### src/rtl/perf_traffic_gen.sv
// Credit-paced AXI-stream packet generator: per-class credit buckets, round-robin
// grant among eligible classes, header-stamped first beat followed by zero payload.
module perf_traffic_gen #(
    parameter int AXIS_DATA_WIDTH = 512,
    parameter int AXIS_KEEP_WIDTH = AXIS_DATA_WIDTH/8,
    parameter int NUM_CLASS       = 3,
    parameter int CREDIT_MAX      = 65535
) (
    input  logic                         clk,
    input  logic                         rst,
    input  logic                         enable,
    input  logic [NUM_CLASS*16-1:0]      cfg_pk_len,
    input  logic [NUM_CLASS*8-1:0]       cfg_rate,
    output logic [AXIS_DATA_WIDTH-1:0]   m_axis_tdata,
    output logic [AXIS_KEEP_WIDTH-1:0]   m_axis_tkeep,
    output logic                         m_axis_tvalid,
    output logic                         m_axis_tlast,
    input  logic                         m_axis_tready,
    output logic [4:0]                   m_flow_class,
    output logic [15:0]                  m_pk_len,
    output logic [31:0]                  tx_pk_count,
    output logic [47:0]                  tx_frame_count
);

    localparam int          KEEP_LOG   = $clog2(AXIS_KEEP_WIDTH);
    localparam logic [20:0] CREDIT_CAP = 21'(CREDIT_MAX);

    typedef enum logic {IDLE, SEND} state_t;

    state_t              state;
    state_t              state_next;

    logic [19:0]         credit       [NUM_CLASS];
    logic [19:0]         credit_next  [NUM_CLASS];
    logic [20:0]         credit_sum   [NUM_CLASS];
    logic [15:0]         class_len    [NUM_CLASS];
    logic [15:0]         class_frames [NUM_CLASS];
    logic [NUM_CLASS-1:0] eligible;

    logic                grant;
    logic [4:0]          grant_class;
    logic [4:0]          rr_pos;
    logic [4:0]          last_grant;

    logic [15:0]         cur_len;
    logic [15:0]         cur_frames;
    logic [4:0]          cur_class;
    logic [31:0]         cur_seq;
    logic [31:0]         seq;
    logic [15:0]         beat_idx;
    logic                beat_accept;
    logic                last_beat;

    // Frame count is ceil(len / KEEP): whole beats plus one if any residue bytes remain.
    always_comb begin
        for (int c = 0; c < NUM_CLASS; c++) begin
            class_len[c]    = cfg_pk_len[c*16 +: 16];
            class_frames[c] = (class_len[c] >> KEEP_LOG) + 16'(|class_len[c][KEEP_LOG-1:0]);
            eligible[c]     = (class_len[c] != 16'd0) && (credit[c] >= {class_frames[c], 4'b0000});
        end
    end

    // Round-robin search: offset i visits class (last_grant + 1 + i) mod NUM_CLASS.
    always_comb begin
        // NOTE: every combinational output gets a default first so no path leaves it unassigned (no latch).
        grant       = 1'b0;
        grant_class = 5'd0;
        rr_pos      = 5'd0;
        if (state == IDLE && enable) begin
            for (int i = 0; i < NUM_CLASS; i++) begin
                rr_pos = last_grant + 5'(1 + i);
                if (rr_pos >= 5'(NUM_CLASS))
                    rr_pos = rr_pos - 5'(NUM_CLASS);
                for (int c = 0; c < NUM_CLASS; c++) begin
                    if (!grant && eligible[c] && rr_pos == 5'(c)) begin
                        grant       = 1'b1;
                        grant_class = 5'(c);
                    end
                end
            end
        end
    end

    // A grant can never underflow: eligibility already guarantees credit >= cost.
    always_comb begin
        for (int c = 0; c < NUM_CLASS; c++) begin
            credit_sum[c] = {1'b0, credit[c]} + 21'(cfg_rate[c*8 +: 8]);
            if (grant && grant_class == 5'(c))
                credit_sum[c] = credit_sum[c] - {1'b0, class_frames[c], 4'b0000};
            credit_next[c] = (credit_sum[c] > CREDIT_CAP) ? CREDIT_CAP[19:0] : credit_sum[c][19:0];
        end
    end

    assign beat_accept = (state == SEND) && m_axis_tready;
    assign last_beat   = (beat_idx == cur_frames - 16'd1);

    always_ff @(posedge clk) begin
        if (rst)
            state <= IDLE;
        else
            // NOTE: clocked state uses non-blocking assignment so every flop samples pre-edge values.
            state <= state_next;
    end

    always_comb begin
        state_next = state;
        case (state)
            IDLE: if (grant) state_next = SEND;
            SEND: if (beat_accept && last_beat) state_next = IDLE;
            default: state_next = IDLE;
        endcase
    end

    always_ff @(posedge clk) begin
        if (rst) begin
            // NOTE: the credit array is a handful of flops, not a RAM, so it is reset like any register.
            for (int c = 0; c < NUM_CLASS; c++)
                credit[c] <= 20'd0;
        end else begin
            for (int c = 0; c < NUM_CLASS; c++)
                credit[c] <= credit_next[c];
        end
    end

    always_ff @(posedge clk) begin
        if (rst) begin
            last_grant     <= 5'(NUM_CLASS - 1);
            seq            <= 32'd0;
            cur_len        <= 16'd0;
            cur_frames     <= 16'd0;
            cur_class      <= 5'd0;
            cur_seq        <= 32'd0;
            beat_idx       <= 16'd0;
            tx_pk_count    <= 32'd0;
            tx_frame_count <= 48'd0;
        end else begin
            if (grant) begin
                last_grant <= grant_class;
                cur_class  <= grant_class;
                cur_len    <= class_len[grant_class[$clog2(NUM_CLASS+1)-1:0]];
                cur_frames <= class_frames[grant_class[$clog2(NUM_CLASS+1)-1:0]];
                cur_seq    <= seq;
                seq        <= seq + 32'd1;
                beat_idx   <= 16'd0;
            end
            if (beat_accept) begin
                tx_frame_count <= tx_frame_count + 48'd1;
                if (last_beat)
                    tx_pk_count <= tx_pk_count + 32'd1;
                else
                    beat_idx <= beat_idx + 16'd1;
            end
        end
    end

    // Outputs are decoded from latched packet state, so they hold steady through back-pressure.
    always_comb begin
        m_axis_tvalid = (state == SEND);
        m_axis_tlast  = (state == SEND) && last_beat;
        m_flow_class  = cur_class;
        m_pk_len      = cur_len;
        m_axis_tdata  = '0;
        m_axis_tkeep  = '0;
        if (state == SEND) begin
            if (beat_idx == 16'd0) begin
                m_axis_tdata[15:0]  = cur_len;
                m_axis_tdata[20:16] = cur_class;
                m_axis_tdata[63:32] = cur_seq;
            end
            m_axis_tkeep = '1;
            if (last_beat && cur_len[KEEP_LOG-1:0] != '0) begin
                for (int i = 0; i < AXIS_KEEP_WIDTH; i++)
                    m_axis_tkeep[i] = (i < int'(cur_len[KEEP_LOG-1:0]));
            end
        end
    end

endmodule

### config.mk
export PLATFORM = sky130hd
export DESIGN_NAME = perf_traffic_gen
export DESIGN_NICKNAME = d
export VERILOG_FILES = /design/src/rtl/perf_traffic_gen.sv
export SDC_FILE = /design/constraint.sdc
export NUM_CORES = 1
export LEC_CHECK = 0
export BUFFER_PORTS_ARGS = -buffer_cell sky130_fd_sc_hd__clkbuf_2
export CORE_AREA = 2 2 298 300
export DETAILED_ROUTE_END_ITERATION = 10
export DIE_AREA = 0 0 300 302
export GPL_ROUTABILITY_DRIVEN = 0
export PLACE_DENSITY_LB_ADDON = 0.12
export SLEW_MARGIN = 20
export SYNTH_ARGS = -nofsm -noshare
export SYNTH_HDL_FRONTEND = slang
export SYNTH_SLANG_ARGS = --single-unit
### constraint.sdc
create_clock -name clk -period 4.6 [get_ports clk]
set_input_delay 0.23 -clock clk [delete_from_list [all_inputs] [get_ports clk]]
set_output_delay 0.23 -clock clk [all_outputs]
set_load 0.05 [all_outputs]
==> After elaboration in Yosys (flattened, before gate mapping) <==
Memory sizes are Yosys's and may differ from the RTL's.
Cells that the tools add are included.
{ "classes": {"addsub": 20, "n_lt_le_gt_ge": 73, "n_eq_ne": 9, "mux": 63, "n_bitwise": 5, "n_reduce_logical": 49} }
{ "op_table": {"columns": ["op", "count"], "rows": [
  ["6-bit < comparator (first input constant)", 31],
  ["64-bit 2-to-1 mux", 2],
  ["20-bit 2-to-1 mux", 6],
  ["16-bit 2-to-1 mux", 7],
  ["21-bit 2-to-1 mux", 5],
  ["5-bit by 6-bit < comparator with 1-bit output (first input constant)", 16],
  ["5-bit 2-to-1 mux", 14],
  ["32-bit by 1-bit adder with 32-bit output (second input constant)", 2],
  ["16-bit binary-select mux with 2-bit select", 2],
  ["32-bit 2-to-1 mux", 2],
  ["20-bit by 8-bit adder with 21-bit output", 3],
  ["21-bit by 16-bit > comparator with 1-bit output (second input constant)", 3],
  ["21-bit by 15-bit subtractor with 21-bit output", 3],
  ["20-bit by 15-bit greater-or-equal comparator with 1-bit output", 3],
  ["48-bit by 1-bit adder with 48-bit output (second input constant)", 1],
  ["4-bit by 6-bit < comparator with 1-bit output (first input constant)", 8],
  ["16-bit nonzero test", 3],
  ["10-bit by 1-bit adder with 11-bit output", 3],
  ["1-bit logical AND", 28],
  ["3-bit by 6-bit < comparator with 1-bit output (first input constant)", 4],
  ["1-bit 2-to-1 mux", 24],
  ["5-bit by 1-bit == test with 1-bit output (second input constant)", 4],
  ["5-bit by 2-bit == test with 1-bit output (second input constant)", 4],
  ["5-bit zero test", 4],
  ["19 further kinds", 37]
]} }
{ "totals": {"ff_bits": 203, "ramBits": 60, "out_inout_bits": 679, "elab_cells": 230, "n_memories": 1} }
{ "mem_list": {"columns": ["name", "words", "word_bits", "rd", "rd_clocked_by_memory_dff", "wr", "line", "source"], "rows": [
  ["credit", 3, 20, 3, 0, 3, "33", "logic [19:0] credit [NUM_CLASS];"]
]} }

==> Depth between registers and ports, before layout <==
{ "logic_depth": {"ltp_word": 54, "ltp_mapped": 20, "ltp_nobuf": 18} }

==> Worst setup path after synthesis <==
OpenSTA, ideal clock, no wires.
{ "synth_path": {"path_type": "register to register", "startpoint": "mem credit[2][0], in the netlist credit[0][40]", "endpoint": "mem credit[2][5], in the netlist credit[0][45]", "setup_ns": 0.145, "arrival_ns": 4.172, "required_ns": 4.455, "path_slack_ns": 0.283, "path_stages_with_launch": 19, "path_buffers": 1, "synth_period_minus_slack_ns": 4.317, "cell_sequence": "dfxtp_1 -> ha_1 -> fa_1 -> a211oi_1 -> o21a_1 -> o21bai_1 -> a21oi_1 -> xnor2_1 -> ha_1 -> o21ai_0 -> o21bai_1 -> a2111oi_0 -> nor2_1 -> a211oi_1 -> a31o_2 -> a32oi_1 -> a21oi_1 -> clkbuf_1 -> a31oi_1"} }
{ "synth_rtl": {"columns": ["item", "line"], "rows": [
  ["from (decl)", "33"]
]} }

==> Worst setup path in the final report <==
{ "layout_path": {"startpoint": "in cfg_pk_len[37]", "endpoint": "reg cur_len[2], in the netlist m_pk_len[2]"} }
{ "layout_via": {"elab_chain_cells": 42} }
{ "layout_rtl": {"columns": ["item", "line", "source"], "rows": [
  ["from (decl)", "12", "input logic [NUM_CLASS*16-1:0] cfg_pk_len,"],
  ["6-bit OR reduction", "58", "class_frames[c] = (class_len[c] >> KEEP_LOG) + 16'(|class_len[c][KEEP_LOG-1:0]);"],
  ["10-bit by 1-bit adder with 11-bit output", "58", null],
  ["20-bit by 15-bit greater-or-equal comparator with 1-bit output", "59", "eligible[c] = (class_len[c] != 16'd0) && (credit[c] >= {class_frames[c], 4'b0000});"],
  ["1-bit logical AND (*)", "59", null],
  ["1-bit logical AND (2 in a row)", "75", "if (!grant && eligible[c] && rr_pos == 5'(c)) begin"],
  ["1-bit 2-to-1 mux", "75", null],
  ["1-bit 2-to-1 mux", "69", "if (state == IDLE && enable) begin"],
  ["1-bit zero test", "75", null],
  ["[23 not listed]", null, null],
  ["1-bit 2-to-1 mux", "69", null],
  ["1-bit zero test", "75", null],
  ["1-bit logical AND (2 in a row)", "75", null],
  ["5-bit 2-to-1 mux", "75", null],
  ["5-bit 2-to-1 mux", "69", null],
  ["2-bit inverter with 3-bit output (implied by the code)", "140", "cur_len <= class_len[grant_class[$clog2(NUM_CLASS+1)-1:0]];"],
  ["16-bit binary-select mux with 2-bit select", "140", null],
  ["16-bit 2-to-1 mux (implied by the code) (2 in a row)", "140", null],
  ["to (signal assigned)", "140", null],
  ["to (decl)", "45", "logic [15:0] cur_len;"]
]} }
Every way passes the cells marked *; elsewhere a longest branch is shown, timed or not. The select of a mux whose other input is x is not followed.
A chain may end at the register's enable or synchronous reset.

==> results.md <==
* Status: finished, final reports clean
* Worst-case clock skew at around 29 ps
* Total track usage at around 17%
* Setup CP Type: input pin to flip-flop
* Crit path max fanout at 12
* Headroom to the max-slew limit at 44.6%
* Synthesized instance count at approximately 2.7k
* Reg2Reg Depth at 21
* Hold path cells at 3
* FF-to-FF Start: credit[0][40]
* Period Utilization, post-route at approximately 95%
* First drt pass iteration count at 5
* Achievable frequency at between 200 and 250 MHz
* Main synth FF type: dfxtp_1
* Share of cells above drive strength 1 at 21.3%
* Detailed-route via count at 19.0k
* Dpl hpwl at roughly 64 mm
* Final Hold Violating Endpoints at 0
* Area delta synth->final at 21.4%
* Remaining DRCs at 0
* Synth async-reset ratio at 0%
* Total power at 8.65 mW
* Die area at 0.0906 mm2
* CP endpoint kind: flip-flop
* Fill count at 9740
* Ys Warns at 0
* Initial Util at 23.5%
* Clock sinks at between 200 and 300
* Leak pwr at around 11 nW
* Routed Antenna Nets at 0
* R2R setup slack at ~240 ps
* Latest clock arrival within the worst-skew pair at 570 ps
* Io pins at approximately 760
* Core area at a little under 0.09 mm2
* Avg WL per Cell at between 15 and 20 um
* Dpl cells at between 4k and 5k
* First-pass GRT wire length at between 100 and 150 mm
* Final Non-Filler Cells at ~4.4k
* Row count at roughly 110
* Die H at just over 300 um
* CTS Buf Count at 37
* Slew @ Worst Pin at just over 800 ps
* Flops & latches, synth at 251
* Vias per cell at 4.36
* Largest net degree at the start of global routing at about 110
* CTS H-tree depth at 2
* Fin util at between 20 and 30%
* Final-report setup violation count at 0
* Area of the mapped netlist at 0.0205 mm2
* Post-synthesis sequential area ratio at roughly a quarter
* CP arrival at 4760 ps
* Reg clk slew, reported paths at around 50 ps
* Synth unique cells at between 80 and 90
* Avg Inst Size Synth at ~7.6 um2
* Final WL at approximately 80 mm
* Root buffer cell: clkbuf_16
* Crit path launch type: input pin
* Clk buf depth at 3
* Vias in the first global route at between 15k and 20k
* Worst IR drop on VDD at 0.174 mV
* Final Max Slew Viols at 0
* Post-synth EDFFs at 0
* Max-cap violation count at 0
* Initial antenna violation count at 5
* CTS tree: built
* CP Data Required Time at between 4000 and 5000 ps
* Die W at roughly 300 um
* Hold_sp: cfg_pk_len[30]
* Hold Path End: m_pk_len[14]
* Fin crit period at ~4400 ps
* Reg-to-Reg End: credit[0][50]
* Drt initial violations at a little over 1k
* P per Cell Area at roughly 350 mW/mm2
* IO Port Bufs at approximately 290
* Type of the most critical hold path: input pin to flip-flop
* Gr ovfl total at 0
* Layout net count at between 3k and 4k
-- what timing repair did --
| action | CTS | global route |
|---|---|---|
| cloned | 0 | 2 |
| pin swaps | 2 | 17 |
| hold buffers | 2 | 0 |
| gates resized for setup | 7 | 56 |
| endpoints found under the hold margin | 2 | 0 |
| setup buffers | 15 | 4 |
| setup endpoints to repair | 50 | 154 |
-- Yosys cell counts, types with 6 or more instances --
library cell | number | share of area [%]
dfxtp_1 | 251 | 24
ha_1 | 105 | 6.4
and2_1 | 62 | 1.9
nor2_1 | 221 | 4.0
or2_2 | 10 | 0.30
xor2_1 | 93 | 4.0
buf_2 | 8 | 0.19
a21oi_1 | 219 | 5.3
nor3_2 | 6 | 0.29
a31oi_1 | 45 | 1.4
o21bai_1 | 13 | 0.48
fa_1 | 6 | 0.58
nor4_1 | 30 | 0.91
nand2_1 | 239 | 4.4
or3_1 | 42 | 1.3
a21o_1 | 15 | 0.55
and4_1 | 15 | 0.64
inv_1 | 75 | 1.4
nor3_1 | 35 | 0.85
xnor2_1 | 112 | 4.8
o211ai_1 | 12 | 0.44
buf_4 | 466 | 17
o21ai_0 | 109 | 2.7
and3_1 | 46 | 1.4
o21a_1 | 15 | 0.55
a222oi_1 | 11 | 0.54
nand3_1 | 110 | 2.7
clkbuf_1 | 91 | 1.7
a211o_1 | 7 | 0.30
nor2b_1 | 14 | 0.43
a211oi_1 | 13 | 0.48
or4_1 | 6 | 0.22
nand4_1 | 32 | 0.97
nand3b_1 | 14 | 0.51
o31ai_1 | 11 | 0.40
nand2b_1 | 24 | 0.73
-- how the worst max path moves through the flow --
| stage | slack, ps | startpoint | to | cells after the start |
|---|---|---|---|---|
| 5_1_grt | -5 | credit[0][20] | credit[0][20] | 23 |
| 4_1_cts | 30 | cur_frames[0] | m_axis_tkeep[13] | 14 |
| 3_3_place_gp | -300 | cfg_pk_len[19] | credit[0][9] | 19 |
| 2_1_floorplan | 280 | credit[0][40] | credit[0][45] | 18 |
| 3_5_place_dp | -240 | cfg_pk_len[18] | credit[0][8] | 21 |
| 6_report | 230 | cfg_pk_len[37] | m_pk_len[2] | 23 |
-- per-layer routing --
metal  wire [um]  up-vias  track usage, %
li1            -     9384               -
met1       36600     8990            22.2
met2       36800      558            27.4
met3        4450      107            3.00
met4        2550        8            5.38
met5          61        -               0
-- critical path, cell delays in order --
cell	delay, ps
dlygate4sd3_1	530
clkbuf_2	130
nor2_1	50
nand2_2	120
ha_1	190
ha_1	170
nand2_1	60
nor2_1	220
nand3_1	130
xor2_1	230
ha_1	190
a21oi_1	60
o211ai_1	230
a211oi_1	80
buf_4	160
or4b_1	520
o221a_2	180
buf_12	150
a21o_4	240
buf_4	160
buf_4	200
a222oi_1	360
a21oi_1	120
-- sequential cells by signal, summed over array words and instances, names as in the netlist --
name and cells:
m_axis_tvalid 1, cur_seq 32, credit 60, tx_frame_count 48, tx_pk_count 32, last_grant 2, seq 32, cur_frames 11
m_flow_class 1, beat_idx 16, m_pk_len 16
-- stage by stage --
stage / hold slack, ps / TNS [ps] / cell area [um2] / setup WS (ps)
after floorplan: 366 / 0 / 22300 / 283
after global placement: 443 / -23790 / 23200 / -304
after detailed placement: 443 / -14270 / 23200 / -236
after CTS: 17.7 / 0 / 24600 / 35.0
after global routing: 25.5 / -18.0 / 24900 / -5.40
final: 42.0 / 0 / 24900 / 234
-- area by class of cell --
cell class,count,area [um2],area share [%]
clock inverter,12,190,0.763
inverter,75,282,1.13
tap,1165,1460,5.85
sequential,251,5020,20.2
multi-input combinational,2272,13400,53.8
antenna,1,2.50,0.0100
timing repair buffer,542,3480,13.9
clock buffer,52,1090,4.39
-- placed cells by master (no fill, tap or decap), drive strengths merged, types with 15 or more instances in the layout --
| cell | netlist | final |
|---|---|---|
| ha | 105 | 105 |
| and3 | 46 | 46 |
| buf | 480 | 249 |
| nand2b | 24 | 24 |
| conb | 1 | 477 |
| o21ai | 112 | 112 |
| or3 | 42 | 42 |
| clkbuf | 91 | 343 |
| nor2 | 221 | 221 |
| a21oi | 219 | 219 |
| nand2 | 239 | 239 |
| nand4 | 32 | 32 |
| xnor2 | 112 | 112 |
| and4 | 15 | 15 |
| o21a | 15 | 15 |
| xor2 | 93 | 93 |
| nor3 | 41 | 41 |
| nor4 | 34 | 34 |
| a21o | 15 | 15 |
| a31oi | 45 | 45 |
| and2 | 63 | 63 |
| dfxtp | 251 | 251 |
| nand3 | 110 | 110 |
| inv | 75 | 76 |
-- power by group --
| group | switching [mW] | internal, mW | leakage [nW] |
|---|---|---|---|
| Sequential | 0.104 | 2.24 | 2.05 |
| Combinational | 2.33 | 0.923 | 8.30 |
| Clock | 1.16 | 1.88 | 0.636 |
-- cells by family (layout without fill, tap and decap cells) --
logic type | Yosys count | in the layout | share of synthesized area [%]
buf+inv | 646 | 681 | 20.4
flops | 251 | 251 | 24.5
xor+xnor | 205 | 205 | 8.74
simple gates | 932 | 932 | 22.8
mux | 7 | 7 | 0.366
compound gates | 540 | 540 | 16.2
fa+ha+maj | 111 | 111 | 6.98
other cells | 1 | 478 | 0.0183
No activity file was read; power rests on OpenSTA's default activity.
